$ cat config.mk
export PLATFORM = sky130hd
export DESIGN_NAME = stream_mux_rr_flat
export DESIGN_NICKNAME = d
export VERILOG_FILES = /design/src/rtl/stream_mux_rr_if.sv /design/src/rtl/stream_mux_rr.sv /design/src/flat_wrapper.sv
export SDC_FILE = /design/constraint.sdc
export NUM_CORES = 1
export LEC_CHECK = 0
export CAP_MARGIN = 10
export CORE_ASPECT_RATIO = 1.4
export CORE_UTILIZATION = 40
export DETAILED_ROUTE_END_ITERATION = 10
export GPL_ROUTABILITY_DRIVEN = 1
export PLACE_DENSITY = 0.78
export SYNTH_ARGS = -nofsm -noshare
export SYNTH_HDL_FRONTEND = slang
export SYNTH_SLANG_ARGS = --single-unit
export TNS_END_PERCENT = 50
$ cat constraint.sdc
create_clock -name clk -period 4.3 [get_ports clk]
set_input_delay 0.43 -clock clk [delete_from_list [all_inputs] [get_ports clk]]
set_output_delay 0.43 -clock clk [all_outputs]
set_load 0.1 [all_outputs]
$ cat src/rtl/stream_mux_rr_if.sv
// Bundle of the N:1 stream mux signals: per-channel input streams,
// arbitration controls and the single registered output stream.
interface stream_mux_rr_if #(
    parameter int NCH   = 4,
    parameter int WIDTH = 8
) ();
    localparam int SEL_W = $clog2(NCH);

    logic                   mode;
    logic [SEL_W-1:0]       sel;
    logic [NCH*WIDTH-1:0]   in_data;
    logic [NCH-1:0]         in_valid;
    logic [NCH-1:0]         in_last;
    logic [NCH-1:0]         in_ready;
    logic [WIDTH-1:0]       out_data;
    logic                   out_valid;
    logic                   out_last;
    logic [SEL_W-1:0]       out_ch;
    logic                   out_ready;

    // Source side: drives the input streams and controls, consumes the output.
    modport master (
        output mode, sel, in_data, in_valid, in_last, out_ready,
        input  in_ready, out_data, out_valid, out_last, out_ch
    );

    // Mux side.
    modport slave (
        input  mode, sel, in_data, in_valid, in_last, out_ready,
        output in_ready, out_data, out_valid, out_last, out_ch
    );
endinterface

$ cat src/rtl/stream_mux_rr.sv
// N:1 packet stream multiplexer with round-robin or fixed-select arbitration.
// A packet, once started, locks the grant to its channel until its last beat.
// Output is a single register stage (1-cycle latency, full throughput).
module stream_mux_rr #(
    parameter int NCH   = 4,
    parameter int WIDTH = 8
) (
    input logic              clk,
    input logic              rst_n,
    stream_mux_rr_if.slave   bus
);
    localparam int SEL_W = $clog2(NCH);

    typedef enum logic {IDLE, LOCKED} state_t;

    state_t             state_reg;
    logic [SEL_W-1:0]   rr_ptr_reg;
    logic [SEL_W-1:0]   lock_ch_reg;
    logic [WIDTH-1:0]   out_data_reg;
    logic               out_valid_reg;
    logic               out_last_reg;
    logic [SEL_W-1:0]   out_ch_reg;

    logic [WIDTH-1:0]   ch_data [NCH];
    logic [SEL_W-1:0]   grant_idx;
    logic               grant_valid;
    logic [WIDTH-1:0]   grant_data;
    logic               grant_last;
    logic               load;
    logic               in_xfer;

    // Output register can take a new beat when empty or being drained.
    // rst_n gating keeps in_ready low for the whole reset assertion.
    assign load    = ~out_valid_reg | bus.out_ready;
    assign in_xfer = rst_n & load & grant_valid;

    generate
        for (genvar gi = 0; gi < NCH; gi++) begin : g_ch
            assign ch_data[gi]      = bus.in_data[gi*WIDTH +: WIDTH];
            assign bus.in_ready[gi] = rst_n & load & grant_valid &
                                      (grant_idx == SEL_W'(gi));
        end
    endgenerate

    // Pick the granted channel: locked channel, fixed select, or rotating search.
    always_comb begin
        int k;
        grant_idx   = '0;
        grant_valid = 1'b0;
        k           = 0;
        if (state_reg == LOCKED) begin
            grant_idx = lock_ch_reg;
            for (int i = 0; i < NCH; i++) begin
                if (lock_ch_reg == SEL_W'(i) && bus.in_valid[i]) begin
                    grant_valid = 1'b1;
                end
            end
        end else if (bus.mode) begin
            // Loop compare so out-of-range sel values simply match nothing.
            for (int i = 0; i < NCH; i++) begin
                if (bus.sel == SEL_W'(i) && bus.in_valid[i]) begin
                    grant_idx   = SEL_W'(i);
                    grant_valid = 1'b1;
                end
            end
        end else begin
            for (int i = 0; i < NCH; i++) begin
                k = (int'(rr_ptr_reg) + i) % NCH;
                if (!grant_valid && bus.in_valid[k]) begin
                    grant_idx   = SEL_W'(k);
                    grant_valid = 1'b1;
                end
            end
        end
    end

    // Route the granted channel's beat toward the output register.
    always_comb begin
        grant_data = '0;
        grant_last = 1'b0;
        for (int i = 0; i < NCH; i++) begin
            if (grant_idx == SEL_W'(i)) begin
                grant_data = ch_data[i];
                grant_last = bus.in_last[i];
            end
        end
    end

    // Packet-lock FSM, round-robin pointer and output register.
    always_ff @(posedge clk or negedge rst_n) begin
        if (!rst_n) begin
            state_reg     <= IDLE;
            rr_ptr_reg    <= '0;
            lock_ch_reg   <= '0;
            out_data_reg  <= '0;
            out_valid_reg <= 1'b0;
            out_last_reg  <= 1'b0;
            out_ch_reg    <= '0;
        end else begin
            if (in_xfer) begin
                out_data_reg  <= grant_data;
                out_last_reg  <= grant_last;
                out_ch_reg    <= grant_idx;
                out_valid_reg <= 1'b1;
                case (state_reg)
                    IDLE: begin
                        if (!grant_last) begin
                            state_reg   <= LOCKED;
                            lock_ch_reg <= grant_idx;
                        end
                    end
                    LOCKED: begin
                        if (grant_last) begin
                            state_reg <= IDLE;
                        end
                    end
                    default: state_reg <= IDLE;
                endcase
                if (grant_last) begin
                    rr_ptr_reg <= (grant_idx == SEL_W'(NCH-1)) ? '0 : grant_idx + 1'b1;
                end
            end else if (out_valid_reg && bus.out_ready) begin
                out_valid_reg <= 1'b0;
            end
        end
    end

    assign bus.out_data  = out_data_reg;
    assign bus.out_valid = out_valid_reg;
    assign bus.out_last  = out_last_reg;
    assign bus.out_ch    = out_ch_reg;
endmodule

$ cat src/flat_wrapper.sv
// flat-port wrapper written by rule: the top's interface ports become plain ports
module stream_mux_rr_flat 
#(
    parameter int NCH   = 4,
    parameter int WIDTH = 8
)
  (clk, rst_n, bus_mode, bus_sel, bus_in_data, bus_in_valid, bus_in_last, bus_out_ready, bus_in_ready, bus_out_data, bus_out_valid, bus_out_last, bus_out_ch);
  stream_mux_rr_if #(.NCH(NCH), .WIDTH(WIDTH)) bus_i ();
  input logic clk;
  input logic rst_n;
  input wire logic [$bits(bus_i.mode)-1:0] bus_mode;
  input wire logic [$bits(bus_i.sel)-1:0] bus_sel;
  input wire logic [$bits(bus_i.in_data)-1:0] bus_in_data;
  input wire logic [$bits(bus_i.in_valid)-1:0] bus_in_valid;
  input wire logic [$bits(bus_i.in_last)-1:0] bus_in_last;
  input wire logic [$bits(bus_i.out_ready)-1:0] bus_out_ready;
  output wire logic [$bits(bus_i.in_ready)-1:0] bus_in_ready;
  output wire logic [$bits(bus_i.out_data)-1:0] bus_out_data;
  output wire logic [$bits(bus_i.out_valid)-1:0] bus_out_valid;
  output wire logic [$bits(bus_i.out_last)-1:0] bus_out_last;
  output wire logic [$bits(bus_i.out_ch)-1:0] bus_out_ch;
  assign bus_i.mode = bus_mode;
  assign bus_i.sel = bus_sel;
  assign bus_i.in_data = bus_in_data;
  assign bus_i.in_valid = bus_in_valid;
  assign bus_i.in_last = bus_in_last;
  assign bus_i.out_ready = bus_out_ready;
  assign bus_in_ready = bus_i.in_ready;
  assign bus_out_data = bus_i.out_data;
  assign bus_out_valid = bus_i.out_valid;
  assign bus_out_last = bus_i.out_last;
  assign bus_out_ch = bus_i.out_ch;
  stream_mux_rr #(.NCH(NCH), .WIDTH(WIDTH)) u_core (.clk(clk), .rst_n(rst_n), .bus(bus_i));
endmodule
* Word level (Yosys, flattened, before mapping)
Index checks and enable logic that the tools add are counted.
W data, S select, Z words.
** Word-level totals
- Register bits :: 17
** Operators by class
- $add $sub $neg :: 4
- Order comparisons :: 4
- Equality and inequality tests :: 9
- Mux-type cells :: 52
- Bitwise logic cells :: 13
- Reduce and logical (&&, ||, !) cells :: 24
** Operators by type and width (count)
- $mux W1 :: 35
- $mux W8 :: 4
- $mux W2 :: 9
- $eq A2 B2 Y1 const B :: 6
- $logic_and A1 B1 Y1 :: 12
- $lt A3 B4 Y1 const B :: 3
- $bmux W1 S2 :: 4
- $and A1 B1 Y1 :: 6
- $eq A2 B1 Y1 const B :: 3
- $logic_not A2 Y1 :: 3
- $reduce_or A2 Y1 :: 3
- $add A2 B1 Y2 const B :: 2
- $add A2 B2 Y2 const B :: 2
- $and A1 B1 Y1 const A :: 3
- $logic_not A1 Y1 :: 3
- $lt A2 B3 Y1 const B :: 1
- $not A1 Y1 :: 3
- $reduce_and A3 Y1 :: 1
- $reduce_and A2 Y1 :: 1
- $reduce_bool A2 Y1 :: 1
- $or A1 B1 Y1 :: 1

* Depth between registers and ports, before layout
- Word-level depth :: 27
- Depth in mapped cells :: 13

* Worst setup path after synthesis
No wires, ideal clock.
- Path kind :: register -> output
- Start :: reg u_core.rr_ptr_reg[1]
- End :: out bus_in_ready[1]
- Arrival :: 3.086 ns
- Slack :: 0.784 ns
- Cell stages (with the launch flop) :: 11
- Cells stage by stage :: dfrtp_1 > buf_6 > mux2i_1 > a221oi_1 > a32oi_1 > mux2i_1 > and2_1 > ha_1 > clkbuf_1 > inv_1 > nor2_1
** On the way
- Longest elaborated chain between the ends :: 22
- Elaborated cells on any way between the ends :: 41
- Those cells by class :: 3 x add/sub; 1 x eq/ne; 29 x mux; 2 x bitwise; 6 x reduce/logical
** RTL lines
- from (decl) :: line stream_mux_rr.sv:17 : logic [SEL_W-1:0] rr_ptr_reg;
- from (signal assigned) :: line stream_mux_rr.sv:120 : rr_ptr_reg <= (grant_idx == SEL_W'(NCH-1)) ? '0 : grant_idx + 1'b1;
- $bmux W1 S2 :: line stream_mux_rr.sv:69 : if (!grant_valid && bus.in_valid[k]) begin
- $mux W1 (implied by the code) :: line stream_mux_rr.sv:69
- $mux W1 :: line stream_mux_rr.sv:69
- $mux W1 :: line stream_mux_rr.sv:58 : end else if (bus.mode) begin
- $mux W1 :: line stream_mux_rr.sv:51 : if (state_reg == LOCKED) begin
- $logic_not A1 Y1 :: line stream_mux_rr.sv:69
- $logic_and A1 B1 Y1 :: line stream_mux_rr.sv:69
- $mux W1 :: line stream_mux_rr.sv:69
- [... 7 more ...]
- $logic_not A1 Y1 :: line stream_mux_rr.sv:69
- $logic_and A1 B1 Y1 :: line stream_mux_rr.sv:69
- $mux W2 * :: line stream_mux_rr.sv:69
- $mux W2 * :: line stream_mux_rr.sv:58
- $mux W2 * :: line stream_mux_rr.sv:51
- named net u_core.grant_idx[0] :: line stream_mux_rr.sv:25 : logic [SEL_W-1:0] grant_idx;
- $eq A2 B1 Y1 * :: line stream_mux_rr.sv:41 : (grant_idx == SEL_W'(gi));
- $and A1 B1 Y1 * :: line stream_mux_rr.sv:40 : assign bus.in_ready[gi] = rst_n & load & grant_valid &
- to (decl) :: line flat_wrapper.sv:17 : output wire logic [$bits(bus_i.in_ready)-1:0] bus_in_ready;
The timed path passes the listed nets; every way through them passes the cells marked *. The select of a mux whose other input is x is not followed.

* Final worst setup path
- Start :: in bus_in_valid[0]
- End :: reg u_core.lock_ch_reg[1]
** On the way
- Longest elaborated chain between the ends :: 27
- Elaborated cells on any way between the ends :: 56
- Those cells by class :: 3 x eq/ne; 41 x mux; 2 x bitwise; 10 x reduce/logical
** RTL lines
- from (decl) :: line flat_wrapper.sv:14 : input wire logic [$bits(bus_i.in_valid)-1:0] bus_in_valid;
- $bmux W1 S2 :: line stream_mux_rr.sv:69
- $mux W1 (implied by the code) :: line stream_mux_rr.sv:69
- $mux W1 :: line stream_mux_rr.sv:69
- $mux W1 :: line stream_mux_rr.sv:58
- $mux W1 :: line stream_mux_rr.sv:51
- $logic_not A1 Y1 :: line stream_mux_rr.sv:69
- $logic_and A1 B1 Y1 :: line stream_mux_rr.sv:69
- $mux W1 :: line stream_mux_rr.sv:69
- [... 8 more ...]
- $logic_and A1 B1 Y1 :: line stream_mux_rr.sv:69
- $mux W2 :: line stream_mux_rr.sv:69
- $mux W2 :: line stream_mux_rr.sv:58
- $mux W2 :: line stream_mux_rr.sv:51
- $logic_not A2 Y1 :: line stream_mux_rr.sv:82 : if (grant_idx == SEL_W'(i)) begin
- $mux W1 (4 in a row) :: line stream_mux_rr.sv:82
- $not A1 Y1 (no source line)
- $reduce_and A3 Y1 (no source line)
- to (signal assigned) :: line stream_mux_rr.sv:109 : lock_ch_reg <= grant_idx;
- to (decl) :: line stream_mux_rr.sv:18 : logic [SEL_W-1:0] lock_ch_reg;
Parallel ways exist; a longest one is shown, timed or not. The select of a mux whose other input is x is not followed.
A chain may end at the register's enable or synchronous reset.

==> flow_summary.toml <==
[outcome]
outcome = "completed"

[synth]
synth_area_leaders = "dfrtp_1, mux2_2, a221oi_1, mux2i_1, nand2_1"
yosys.area.top_type = "dfrtp_1"
synth_edf_count = 0
syn_area_per_cell_um2 = 9.23
ys_warn_count = 0
netlist_area_mm2 = 0.00136
syn_inst = 147
ys.flop_type = "dfrtp_1"
synthDistinctLibCells = 39
synth_top_area_share_pct = 31.4
synth_seq_cells = 17
async_reset_ff_share_pct = 100
yosysSeqAreaShare_pct = 31.4
syn_nets = 197

[clocking]
cts_buffers = 3
postCtsHoldBufs = 0
postCtsSetupRepairBufs = 0
cts.repair.resized = 0
htreeDepth = 1
clk_latency_ns = 0.25
clk_path_buf_depth = 2
cts.sinks = 17
cts_root_buffer = "clkbuf_8"
cts_tree = "done"
clk_pin_slew_ns = 0.07

[drt]
route.vias.total = 1373
met3_length_um = 367
wl_met1_um = 1540
wl_per_cell_um = 15.8
route.antenna.remaining_nets = 0
post-route-drc-count = 0
drt-initial-drc-count = 46
drtPass1Iterations = 4
viasPerCell = 5.63
wl_met2_um = 1870
top_layer = "met4"
drt-total-wl_um = 3850

[timing]
fmax_mhz = 260
final_hold_viol_count = 0
worstMarginPinSlew_ns = 0.991
rsz0062_at_grt = "false"
maxSlewHeadroom_pct = 33.7
min_period_ns = 3.84
finalSetupTns_ns = 0
setup_viol_count_final = 0
drv_slew = 0
fin_skew_ns = 0.00233
finalCritPeriodShare_pct = 89.3

[critical_path]
path_class = "in -> reg"
r2r_cells = 10
critPathArrivalTime_ns = 4.01
critPathRequiredTime_ns = 4.47
crit_fanout = 11
r2r_slack_ns = 0.66
r2r_end = "u_core.lock_ch_reg[1]$_DFFE_PN0P_"
worst_setup_path_end_kind = "flop"
reg2reg_from = "u_core.rr_ptr_reg[1]$_DFFE_PN0P_"
cp-start-kind = "primary input"

[power_and_ir_drop]
ir_drop_v = 0.000442
p_sw_share_pct = 56.8
pwr-share-clk_pct = 7.1
p_switching_w = 0.000959
power_frac_comb_pct = 74.8
total_leakage_power_nw = 0.852
p_seq_share_pct = 18.1
p_total_w = 0.00169
power_density_mw_per_mm2 = 838
p_int_w = 0.000729

[final_layout]
fin_nets = 256
num-fill-cells = 273
stdcell_count = 244
seqCellArea_um2 = 425
multi_input_area_um2 = 833
stdcell_area_mm2 = 0.00201
drive_gt1_share_pct = 12.7
diodes = 0
area_delta_synth_final_pct = 48.5
largest_reg_flops = 8
final_common_cell = "clkdlybuf4s50_1"
final_cell_mix = "clkdlybuf4s50_1, nand2_1, dfrtp_1, nor2_1, mux2_2"

[floorplan]
die_h_um = 70.9
die-width_um = 51.2
initial_core_util_pct = 42.6
io_pins = 62
core_mm2 = 0.00318
die_area_mm2 = 0.00363
rows = 24

[global_routing]
grt_pass1_wl_um = 6080
antenna_found_initial = 0
grt_pass1_vias = 1349
grt_max_degree = 20
overflow = 0
grt_use_total_pct = 22.0

[place]
gp_congestion = 0.853
placed_area_mm2 = 0.00197
place_inst = 240
io_buffer_count = 61
dp_hpwl_um = 2970

[min_path]
hold_path.class = "in -> async"

[job]
max-cap-violations = 0
-- synthesized netlist by cell type, types with 2 or more instances --
library cell  number
dfrtp_1           17
nand2_1           17
nor2_1            13
mux2_2            11
inv_1             10
a221oi_1           9
o31ai_1            8
mux2i_1            7
a21oi_1            5
clkbuf_1           5
o21ai_0            5
ha_1               4
nand2b_1           4
o22ai_1            3
buf_6              2
mux2_4             2
nand3_1            2
nor2b_1            2
-- cells by family (layout without fill, tap and decap cells) --
logic type | count (synthesis) | after routing | synth area share, %
buffers and inverters | 19 | 77 | 7.20
adders and majority gates | 4 | 4 | 3.69
and+or+nand+nor | 48 | 48 | 18.5
DFF | 17 | 17 | 31.4
AOI/OAI and AO/OA | 38 | 38 | 20.8
muxes | 21 | 21 | 18.5
-- through the flow --
stage,hold slack (ns),utilization [%],setup WS [ns]
3_5_place_dp,0.497,61.9,0.217
2_1_floorplan,0.134,-,0.784
6_report,0.506,63.3,0.461
4_1_cts,0.511,63.3,0.463
3_3_place_gp,0.471,61.9,0.330
5_1_grt,0.521,63.3,0.239
-- power groups by stage --
stage,Combinational [W],Clock [W],Sequential [W]
6_report,0.00126,0.000120,0.000305
4_1_cts,0.00127,0.000121,0.000304
3_5_place_dp,0.00126,0,0.000306
3_3_place_gp,0.00124,0,0.000299
5_1_grt,0.00134,0.000131,0.000316
2_1_floorplan,0.000625,0,0.000667
-- worst max-delay path, stage by stage --
cell and delay, ns:
clkdlybuf4s50_1 0.54, or3b_2 0.51, a211oi_2 0.25, o211ai_2 0.19, nand2_1 0.15, ha_1 0.42, clkinv_1 0.35, o21ai_0 0.26
a21oi_1 0.13, or4b_1 0.58, mux2i_1 0.20
-- routing by layer --
layer | vias up | track usage (%)
met3 | 7 | 5.38
li1 | 653 | -
met5 | - | 0
met2 | 72 | 39.9
met4 | 0 | 9.61
met1 | 641 | 23.5
-- worst max path at each step --
stage	cells after the start	start	to
floorplan	10	u_core.rr_ptr_reg[1]$_DFFE_PN0P_	bus_in_ready[1]
global placement	11	bus_in_valid[1]	u_core.rr_ptr_reg[1]$_DFFE_PN0P_
detailed placement	11	bus_in_valid[1]	u_core.lock_ch_reg[0]$_DFFE_PN0P_
CTS	11	bus_in_valid[1]	u_core.lock_ch_reg[1]$_DFFE_PN0P_
global route	11	bus_in_valid[1]	u_core.rr_ptr_reg[1]$_DFFE_PN0P_
finish	11	bus_in_valid[0]	u_core.lock_ch_reg[1]$_DFFE_PN0P_
-- final cells by class --
cell class	count	share of cell area [%]
Tap cell	39	2.42
Clock buffer	4	2.24
Timing Repair Buffer	62	30.8
Sequential cell	17	21.1
Inverter	11	2.05
Multi-Input combinational cell	111	41.4
Power figures use the tool's default switching activity.
